[config.mk]
export PLATFORM = sky130hd
export DESIGN_NAME = lsu_data_master
export DESIGN_NICKNAME = d
export VERILOG_FILES = /design/src/rtl/lsu_data_master.sv
export SDC_FILE = /design/constraint.sdc
export NUM_CORES = 1
export LEC_CHECK = 0
export CAP_MARGIN = 5
export CORE_MARGIN = 1
export CORE_UTILIZATION = 51
export CTS_CLUSTER_DIAMETER = 60
export DETAILED_ROUTE_END_ITERATION = 16
export HOLD_SLACK_MARGIN = 0.03
export PLACE_DENSITY = 0.86
export SLEW_MARGIN = 20
export SYNTH_ARGS = -nofsm -noshare
export SYNTH_HDL_FRONTEND = slang
export SYNTH_SLANG_ARGS = --single-unit
[constraint.sdc]
create_clock -name clk -period 4.1 [get_ports clk]
set_clock_uncertainty 0.2 [all_clocks]
set_input_delay 0.615 -clock clk [delete_from_list [all_inputs] [get_ports clk]]
set_output_delay 0.615 -clock clk [all_outputs]
set_load 0.05 [all_outputs]
[src/rtl/lsu_data_master.sv]
// lsu_data_master
// ---------------
// Load/store initiator sitting between the MEM-stage pipeline register and
// the data port of the unified memory. Byte, halfword and word requests are
// turned into word-aligned memory accesses. Sub-word stores use a
// read-modify-write of the containing word. Load results are extended to
// the requested size and signedness. Misaligned, reserved-size and
// out-of-region requests are answered with resp_err and never touch memory.
//
// Ports
//   clk, rst_n          rising-edge clock, asynchronous active-low reset
//   req_valid/ready     request handshake (ready only while idle)
//   req_write           1 = store, 0 = load
//   req_size            00 byte, 01 half, 10 word, 11 reserved (error)
//   req_signed          sign-extend sub-word load data
//   req_addr            byte address
//   req_wdata           store data, right-justified
//   resp_valid/ready    response handshake
//   resp_rdata          extended load data (0 for stores and errors)
//   resp_err            request rejected
//   mem_addr            word-aligned memory address (registered)
//   mem_wdata           word to memory (registered)
//   mem_read/mem_write  memory strobes (registered, mutually exclusive)
//   mem_rdata           combinational read data from memory
module lsu_data_master #(
  parameter int unsigned       ADDR_W     = 32,
  parameter logic [ADDR_W-1:0] DATA_LIMIT = ADDR_W'(32'h0000_3000)
) (
  input  logic              clk,
  input  logic              rst_n,
  input  logic              req_valid,
  output logic              req_ready,
  input  logic              req_write,
  input  logic [1:0]        req_size,
  input  logic              req_signed,
  input  logic [ADDR_W-1:0] req_addr,
  input  logic [31:0]       req_wdata,
  output logic              resp_valid,
  input  logic              resp_ready,
  output logic [31:0]       resp_rdata,
  output logic              resp_err,
  output logic [ADDR_W-1:0] mem_addr,
  output logic [31:0]       mem_wdata,
  output logic              mem_read,
  output logic              mem_write,
  input  logic [31:0]       mem_rdata
);

  typedef enum logic [1:0] {
    S_IDLE = 2'd0,
    S_RD   = 2'd1,
    S_WR   = 2'd2,
    S_RESP = 2'd3
  } state_t;

  state_t            state_q;
  logic [1:0]        off_q;
  logic [1:0]        size_q;
  logic              signed_q;
  logic              write_q;
  logic [15:0]       wdata_q;      // only the low half is needed for a merge
  logic              resp_valid_q;
  logic [31:0]       resp_rdata_q;
  logic              resp_err_q;
  logic [ADDR_W-1:0] mem_addr_q;
  logic [31:0]       mem_wdata_q;
  logic              mem_read_q;
  logic              mem_write_q;

  logic              req_bad;

  // Select the addressed byte/halfword of a little-endian word and extend it.
  function automatic logic [31:0] load_extend(input logic [31:0] w,
                                              input logic [1:0]  off,
                                              input logic [1:0]  size,
                                              input logic        sgn);
    logic [7:0]  b;
    logic [15:0] h;
    logic [31:0] r;
    b = 8'(w >> {off, 3'b000});
    h = 16'(w >> {off[1], 4'b0000});
    case (size)
      2'b00:   r = {{24{sgn & b[7]}}, b};
      2'b01:   r = {{16{sgn & h[15]}}, h};
      default: r = w;
    endcase
    return r;
  endfunction

  // Replace the addressed byte/halfword of a word with new store data.
  function automatic logic [31:0] store_merge(input logic [31:0] w,
                                              input logic [15:0] d,
                                              input logic [1:0]  off,
                                              input logic [1:0]  size);
    logic [31:0] mask;
    logic [31:0] data;
    if (size == 2'b00) begin
      mask = 32'h0000_00ff << {off, 3'b000};
      data = {24'h0, d[7:0]} << {off, 3'b000};
    end else begin
      mask = 32'h0000_ffff << {off[1], 4'b0000};
      data = {16'h0, d} << {off[1], 4'b0000};
    end
    return (w & ~mask) | (data & mask);
  endfunction

  always_comb begin
    req_bad = (req_size == 2'b11) ||
              (req_size == 2'b01 && req_addr[0]) ||
              (req_size == 2'b10 && req_addr[1:0] != 2'b00) ||
              (req_addr >= DATA_LIMIT);
  end

  always_ff @(posedge clk or negedge rst_n) begin
    if (!rst_n) begin
      state_q      <= S_IDLE;
      off_q        <= 2'b00;
      size_q       <= 2'b00;
      signed_q     <= 1'b0;
      write_q      <= 1'b0;
      wdata_q      <= 16'h0;
      resp_valid_q <= 1'b0;
      resp_rdata_q <= 32'h0;
      resp_err_q   <= 1'b0;
      mem_addr_q   <= '0;
      mem_wdata_q  <= 32'h0;
      mem_read_q   <= 1'b0;
      mem_write_q  <= 1'b0;
    end else begin
      case (state_q)
        // Accept: latch the request and pick the first access phase.
        S_IDLE: begin
          if (req_valid) begin
            off_q        <= req_addr[1:0];
            size_q       <= req_size;
            signed_q     <= req_signed;
            write_q      <= req_write;
            wdata_q      <= req_wdata[15:0];
            resp_rdata_q <= 32'h0;
            mem_addr_q   <= {req_addr[ADDR_W-1:2], 2'b00};
            if (req_bad) begin
              resp_err_q   <= 1'b1;
              resp_valid_q <= 1'b1;
              state_q      <= S_RESP;
            end else if (req_write && req_size == 2'b10) begin
              mem_wdata_q <= req_wdata;
              mem_write_q <= 1'b1;
              state_q     <= S_WR;
            end else begin
              mem_read_q <= 1'b1;
              state_q    <= S_RD;
            end
          end
        end
        // Read phase: mem_rdata is valid this cycle; either finish the load
        // or build the merged word for the write phase.
        S_RD: begin
          mem_read_q <= 1'b0;
          if (write_q) begin
            mem_wdata_q <= store_merge(mem_rdata, wdata_q, off_q, size_q);
            mem_write_q <= 1'b1;
            state_q     <= S_WR;
          end else begin
            resp_rdata_q <= load_extend(mem_rdata, off_q, size_q, signed_q);
            resp_valid_q <= 1'b1;
            state_q      <= S_RESP;
          end
        end
        // Write phase: one cycle of mem_write with address/data already stable.
        S_WR: begin
          mem_write_q  <= 1'b0;
          resp_valid_q <= 1'b1;
          state_q      <= S_RESP;
        end
        // Response phase: hold everything until the pipeline takes it.
        S_RESP: begin
          if (resp_ready) begin
            resp_valid_q <= 1'b0;
            resp_err_q   <= 1'b0;
            state_q      <= S_IDLE;
          end
        end
        default: state_q <= S_IDLE;
      endcase
    end
  end

  assign req_ready  = (state_q == S_IDLE);
  assign resp_valid = resp_valid_q;
  assign resp_rdata = resp_rdata_q;
  assign resp_err   = resp_err_q;
  assign mem_addr   = mem_addr_q;
  assign mem_wdata  = mem_wdata_q;
  assign mem_read   = mem_read_q;
  assign mem_write  = mem_write_q;

endmodule

==> summary.md, run 1 <==
| Metric | Value |
|---|---|
| Clock transition at path regs | ~0.060 ns |
| Area of the core | approximately 0.013 mm2 |
| Worst Setup End Kind | register |
| EDFF count, synth | 0 |
| I/O pin count | 205 |
| Final GP Congestion | ~0.9 |
| Commonest non-fill, non-tap cells in the layout | clkdlybuf4s50_1, dfrtp_1, o21ai_0, nand2_1, mux2_2 |
| FILL cells | 919 |
| DIE AREA | 0.0134 mm2 |
| Antenna Diode Count | 0 |
| Max Slew Vio Count | 0 |
| Fin area | between 0.009 and 0.01 mm2 |
| FFs w/ async S/R, synth | 1.00 |
| Post-synthesis compound-gate area fraction | 0.214 |
| Number of global-route vias before repair | 6212 |
| # Post-CTS Setup Buffers | 0 |
| Starting density of the core | 0.524 |
| Port-buffer cells | about 200 |
| Synth Area in XOR/XNOR | 0 |
| Proportion of layout cells with a drive suffix above 1 | 0.163 |
| Worst-skew pair later-pin latency | approximately 0.42 ns |
| Final Total Pwr | between 9 and 10 mW |
| Leak pwr | roughly 3.8 nW |
| Adder-Cell Fraction of Synth Area | 0.00947 |
| Mux cell area share after synthesis | 0.146 |
| PostCTS Resize Cnt | 0 |
| Final min period | approximately 3.0 ns |
| Critical Path AT | 3.16 ns |
| Status | complete, no violations |
| Post-cts hold buffer count | 0 |
| Total GRT Usage | 0.327 |
| Post-layout nets | 920 |
| Initial antenna violation count | 0 |
| Cts bufs inserted | 17 |
| Kind of critical path | register to register |
| Hold crit path type | input pin to async pin |
| Total routed wirelength | approximately 21 mm |
| DR iter-0 viols | 578 |
| Synthesized area | 0.00661 mm2 |
| Final setup vio count | 0 |
| Commonest non-fill, non-tap cell in the layout | clkdlybuf4s50_1 |
| First-pass GRT wire length | about 33 mm |
| Final ANT Viol Nets | 0 |
| Peak supply drop | 0.652 mV |
| Synth Register Bits | 122 |
| Worst slack at placement | roughly 0.74 ns |
| Clk sinks | ~120 |
| Final global-route overflow total | 0 |
| Placed inst area | 0.00865 mm2 |
| Die H | between 100 and 150 um |
| P per Cell Area | slightly below 1000 mW/mm2 |
| Endpoints failing hold | 0 |
| Slew headroom | 0.370 |
| Yosys warns | 0 |
| Root buffer cell | clkbuf_16 |
| Max frequency | roughly 330 MHz |
| Crit path required time | approximately 4.2 ns |
| Simple-Gate Fraction of Synth Area | 0.114 |
| Maxcap violations | 0 |
| Half-perimeter wire length after placement | about 15 mm |
| First drt pass iteration count | 6 |
| Maximum clock path buffer count | 2 |
| DRC | 0 |
| Post-synthesis sequential area ratio | 0.462 |
| Critical Path Start Type | register |
| Post-synthesis cell count | approximately 640 |
| Setup_tns | 0 ns |
| Routed WL per cell | between 20 and 25 um |
| Final period util | 0.738 |
| Setup ws final | 1.07 ns |
| Main combinational cell family by area after synthesis | compound AO/OA/AOI/OAI gates |
| Netlist cell types | 56 |
| Die width | roughly 120 um |
| Area Overhead vs Synth | 41.3% |
| Worst Path Max Fanout | between 50 and 60 |
| Rows | 41 |
| CTS tree | built |
| Post-Syn Area per Cell | between 10 and 15 um2 |
| Largest net degree at the start of global routing | 66 |
| RSZ-0062 raised after global routing | false |
| Vias | slightly above 6000 |
| Vias/cell | a little over 6 |
| Least-Margin Pin Slew | 0.946 ns |
| CTS H-Tree Depth | 4 |
| Synth Flop Type | dfrtp_1 |
==> where the power goes <==
group | total, mW | switching [mW] | internal [mW]
clock network | 1.73 | 0.546 | 1.19
logic | 5.19 | 3.28 | 1.92
registers | 2.33 | 0.539 | 1.79
total | 9.26 | 4.36 | 4.90
==> synth_stat cells, types with 2 or more instances <==
cell type,n,area [um2]
nand3b_1,7,52.6
clkbuf_1,29,109
inv_1,14,52.6
a31o_1,3,26.3
o32ai_1,17,149
buf_1,2,7.51
a21oi_1,12,60.1
a31o_2,13,114
buf_6,5,56.3
mux2_2,63,709
a21o_1,6,45.0
o211ai_1,11,82.6
buf_2,18,90.1
nand2b_1,21,131
o21a_1,2,15.0
a32o_1,14,140
nand2_1,66,248
nor2b_1,3,18.8
nor3_1,2,10.0
o21ai_0,70,350
or3_1,9,56.3
dfrtp_1,122,3050
mux2i_1,23,230
a22o_1,16,140
o21bai_1,6,45.0
buf_4,6,45.0
o22ai_1,17,106
ha_1,5,62.6
nor4_1,6,37.5
nand3_1,21,105
==> area by class of cell <==
type                    instances  area [um2]  share of cell area
clock inverters                11         215              0.0230
flip-flops and latches        122        3050               0.327
multi-input cells             440        3210               0.343
inverters                      14        52.6             0.00563
well taps                     172         215              0.0230
clock buffers                  21         470              0.0504
repair buffers                216        2120               0.227
==> worst max-delay path, stage by stage (launching register included) <==
cell     delay (ns)
dfrtp_1        0.43
inv_1          0.11
ha_2           0.18
buf_4          0.51
nor2b_1        0.46
and2_1         0.63
o21ai_0        0.18
o21ai_0        0.22
==> worst paths after layout <==
| kind | start | end | slack (ns) | cells after the start |
|---|---|---|---|---|
| worst max-delay path | state_q[1] | resp_rdata[6] | 1.07 | 7 |
| worst min-delay path | rst_n | resp_rdata[3] | 0.09 | 1 |
| worst max register to register | state_q[1] | resp_rdata[6] | 1.07 | 7 |
| worst min register to register | resp_rdata[9] | resp_rdata[9] | 0.30 | 1 |
| max in group asynchronous | rst_n | size_q[1] | 2.67 | 2 |
| min in group clk | resp_rdata[9] | resp_rdata[9] | 0.30 | 1 |
==> per-stage QoR <==
stage	hold WS (ns)	std cells	util
finish	0.0927	996	0.740
global route	0.173	996	0.740
detailed placement	0.287	964	0.685
floorplan	0.119	636	-
global placement	0.279	964	0.685
CTS	0.123	996	0.740
==> kinds of logic (layout without fill, tap and decap cells) <==
| logic type | after synthesis | in the layout |
|---|---|---|
| adders and majority gates | 5 | 5 |
| AOI/OAI and AO/OA | 201 | 201 |
| other | 1 | 2 |
| muxes | 87 | 87 |
| and+or+nand+nor | 145 | 145 |
| buffers and inverters | 74 | 262 |
| DFF | 122 | 122 |
==> metal layers <==
metal | share of wire | vias to the layer above | global-route usage
li1 | - | 2716 | -
met3 | 0.10 | 64 | 0.0983
met2 | 0.46 | 393 | 0.515
met1 | 0.40 | 2935 | 0.410
met4 | 0.044 | 0 | 0.167
met5 | 0 | - | 0
==> sequential cells by signal, indices dropped and copies added (netlist names), 2 cells and up <==
| register | flops |
|---|---|
| mem_addr | 30 |
| wdata_q | 16 |
| state_q | 2 |
| mem_wdata | 32 |
| off_q | 2 |
| resp_rdata | 32 |
| size_q | 2 |
(Power assumes the default switching activity.)
==> run 2: changes to the inputs <==
--- a/config.mk
+++ b/config.mk
@@ -7,11 +7,11 @@
 export LEC_CHECK = 0
 export CAP_MARGIN = 5
 export CORE_MARGIN = 1
-export CORE_UTILIZATION = 51
+export CORE_UTILIZATION = 43
 export CTS_CLUSTER_DIAMETER = 60
 export DETAILED_ROUTE_END_ITERATION = 16
 export HOLD_SLACK_MARGIN = 0.03
-export PLACE_DENSITY = 0.86
+export PLACE_DENSITY = 0.78
 export SLEW_MARGIN = 20
 export SYNTH_ARGS = -nofsm -noshare
 export SYNTH_HDL_FRONTEND = slang
==> constraint.sdc (replaced) <==
create_clock -name clk -period 2.6 [get_ports clk]
set_clock_uncertainty 0.2 [all_clocks]
set_input_delay 0.39 -clock clk [delete_from_list [all_inputs] [get_ports clk]]
set_output_delay 0.39 -clock clk [all_outputs]
set_load 0.05 [all_outputs]
==> run 2 against run 1 <==
Non-clock buffer count increased by 21. Worst hold slack improved by 0.19 ns. Register-to-register slack worse by 0.83 ns. Critical endpoint is now mem_wdata[12]. Highest routed layer unchanged.
==> summary.md, run 2 (synthesis results as in run 1) <==
| Metric | Value |
|---|---|
| DRC | 0 |
| Area of the core | 0.0148 mm2 |
| Least-Margin Pin Slew | between 0.7 and 0.8 ns |
| Worst Path Max Fanout | 32 |
| FILL cells | 1129 |
| Final instance count without filler cells | approximately 1000 |
| Final setup vio count | 0 |
| Final GP Congestion | 0.909 |
| Status | complete, no violations |
| Starting density of the core | 0.448 |
| Rows | 44 |
| Commonest non-fill, non-tap cell in the layout | clkdlybuf4s50_1 |
| Total GRT Usage | 0.275 |
| Final ANT Viol Nets | 0 |
| Worst Setup End Kind | register |
| Crit path required time | about 2.7 ns |
| Fin util | 0.640 |
| R2R Path End | mem_wdata[12] |
| Antenna Diode Count | 0 |
| Largest net degree at the start of global routing | 58 |
| First-pass GRT wire length | ~34 mm |
| Reg2Reg Launch Point | state_q[0] |
| Final period util | 0.906 |
| Final Total Pwr | roughly 14 mW |
| Routed WL per cell | roughly 21 um |
| Port-buffer cells | a little over 200 |
| Total routed wirelength | 21.4 mm |
| Kind of critical path | register to register |
| Number of global-route vias before repair | slightly above 6000 |
| DIE AREA | 0.0159 mm2 |
| Vias | just over 6000 |
| I/O pin count | slightly above 200 |
| Slowest stage cell, crit path | dfrtp_1 |
| Initial antenna violation count | 0 |
| P per Cell Area | approximately 1500 mW/mm2 |
| Proportion of layout cells with a drive suffix above 1 | 0.172 |
| Largest stage delay, worst path | ~0.43 ns |
| Vias/cell | about 5.9 |
| Max frequency | approximately 420 MHz |
| Max Slew Vio Count | 0 |
| Commonest non-fill, non-tap cells in the layout | clkdlybuf4s50_1, dfrtp_1, o21ai_0, nand2_1, mux2_2 |
| Cts bufs inserted | 17 |
| Final min period | around 2.4 ns |
| Half-perimeter wire length after placement | about 16 mm |
| Peak supply drop | roughly 1.1 mV |
| # Post-CTS Setup Buffers | 0 |
| Area Overhead vs Synth | 42.8% |
| DR iter-0 viols | just over 500 |
| Endpoints failing hold | 0 |
| Clk sinks | ~120 |
| Leak pwr | slightly below 4 nW |
| Maximum clock path buffer count | 2 |
| Clock transition at path regs | 0.05 ns |
| Slew headroom | 0.530 |
| Critical Path AT | 2.44 ns |
| Crit path cell chain | inv_1 > ha_1 > mux2_2 > or3b_1 > nor3_4 > buf_12 > o32ai_1 |
| First drt pass iteration count | 5 |
| Hold crit path type | input pin to async pin |
| Worst-skew pair later-pin latency | roughly 0.42 ns |
| Critical Path Start Type | register |
| RSZ-0062 raised after global routing | false |
| Die H | between 100 and 150 um |
| Maxcap violations | 0 |
| CTS H-Tree Depth | 4 |
| Post-placement cell count | about 1000 |
| Register-to-register setup slack | roughly 0.25 ns |
| Hold WS | 0.286 ns |
| Root buffer cell | clkbuf_16 |
| Reg2reg path depth | 7 |
| Die width | ~130 um |
| CTS tree | built |
| Post-layout nets | around 940 |
| Final global-route overflow total | 0 |
run 2: cell type report:
cell class | count | area [um2] | share of cell area
Tap cell | 184 | 230 | 0.0244
Multi-Input combinational cell | 440 | 3210 | 0.341
Clock inverter | 2 | 35.0 | 0.00371
Clock buffer | 28 | 507 | 0.0537
Inverter | 14 | 52.6 | 0.00557
Sequential cell | 122 | 3050 | 0.324
Timing Repair Buffer | 237 | 2340 | 0.248
run 2: worst max path at each step:
stage / startpoint / to / slack [ns] / cells past startpoint
final: state_q[0] / mem_wdata[12] / 0.25 / 7
after global routing: state_q[0] / mem_wdata[12] / 0.09 / 7
after CTS: off_q[0] / mem_wdata[28] / 0.16 / 3
after detailed placement: req_addr[28] / resp_valid / -0.003 / 6
after global placement: req_addr[13] / resp_valid / 0.12 / 6
after floorplan: state_q[0] / mem_wdata[10] / 0.02 / 8
run 2: stage by stage:
stage / setup TNS, ns / area (um2) / setup slack [ns]
after floorplan: 0 / 6610 / 0.0225
after global placement: 0 / 8870 / 0.121
after detailed placement: -0.00304 / 8870 / -0.00304
after CTS: 0 / 9430 / 0.157
after global routing: 0 / 9440 / 0.0875
final: 0 / 9440 / 0.245
run 2: critical path: cells and delay by family (launching register included):
family	cells	cell delay (ns)
flops	1	0.43
compound gates	1	0.12
fa+ha+maj	1	0.34
mux	1	0.24
simple gates	2	0.55
buf+inv	2	0.33
run 2: power breakdown:
group | switching (mW) | total, mW | leakage, nW | internal (mW)
clock network | 0.810 | 2.21 | 0.265 | 1.40
registers | 0.738 | 3.57 | 1.51 | 2.83
logic | 5.35 | 8.58 | 2.10 | 3.23
run 2: layer usage:
layer  share of wire  vias up  GRT usage
met1            0.42     2952      0.350
met5               0        -          0
met3           0.079       37     0.0692
met4           0.026        0      0.120
met2            0.47      334      0.444
li1                -     2760          -
run 2: repair_timing:
action | 4_1_cts | 5_1_grt
hold buffers | 1 | 0
resized for setup | 0 | 1
setup endpoints to repair | 0 | 2
hold endpoints to repair | 36 | 0
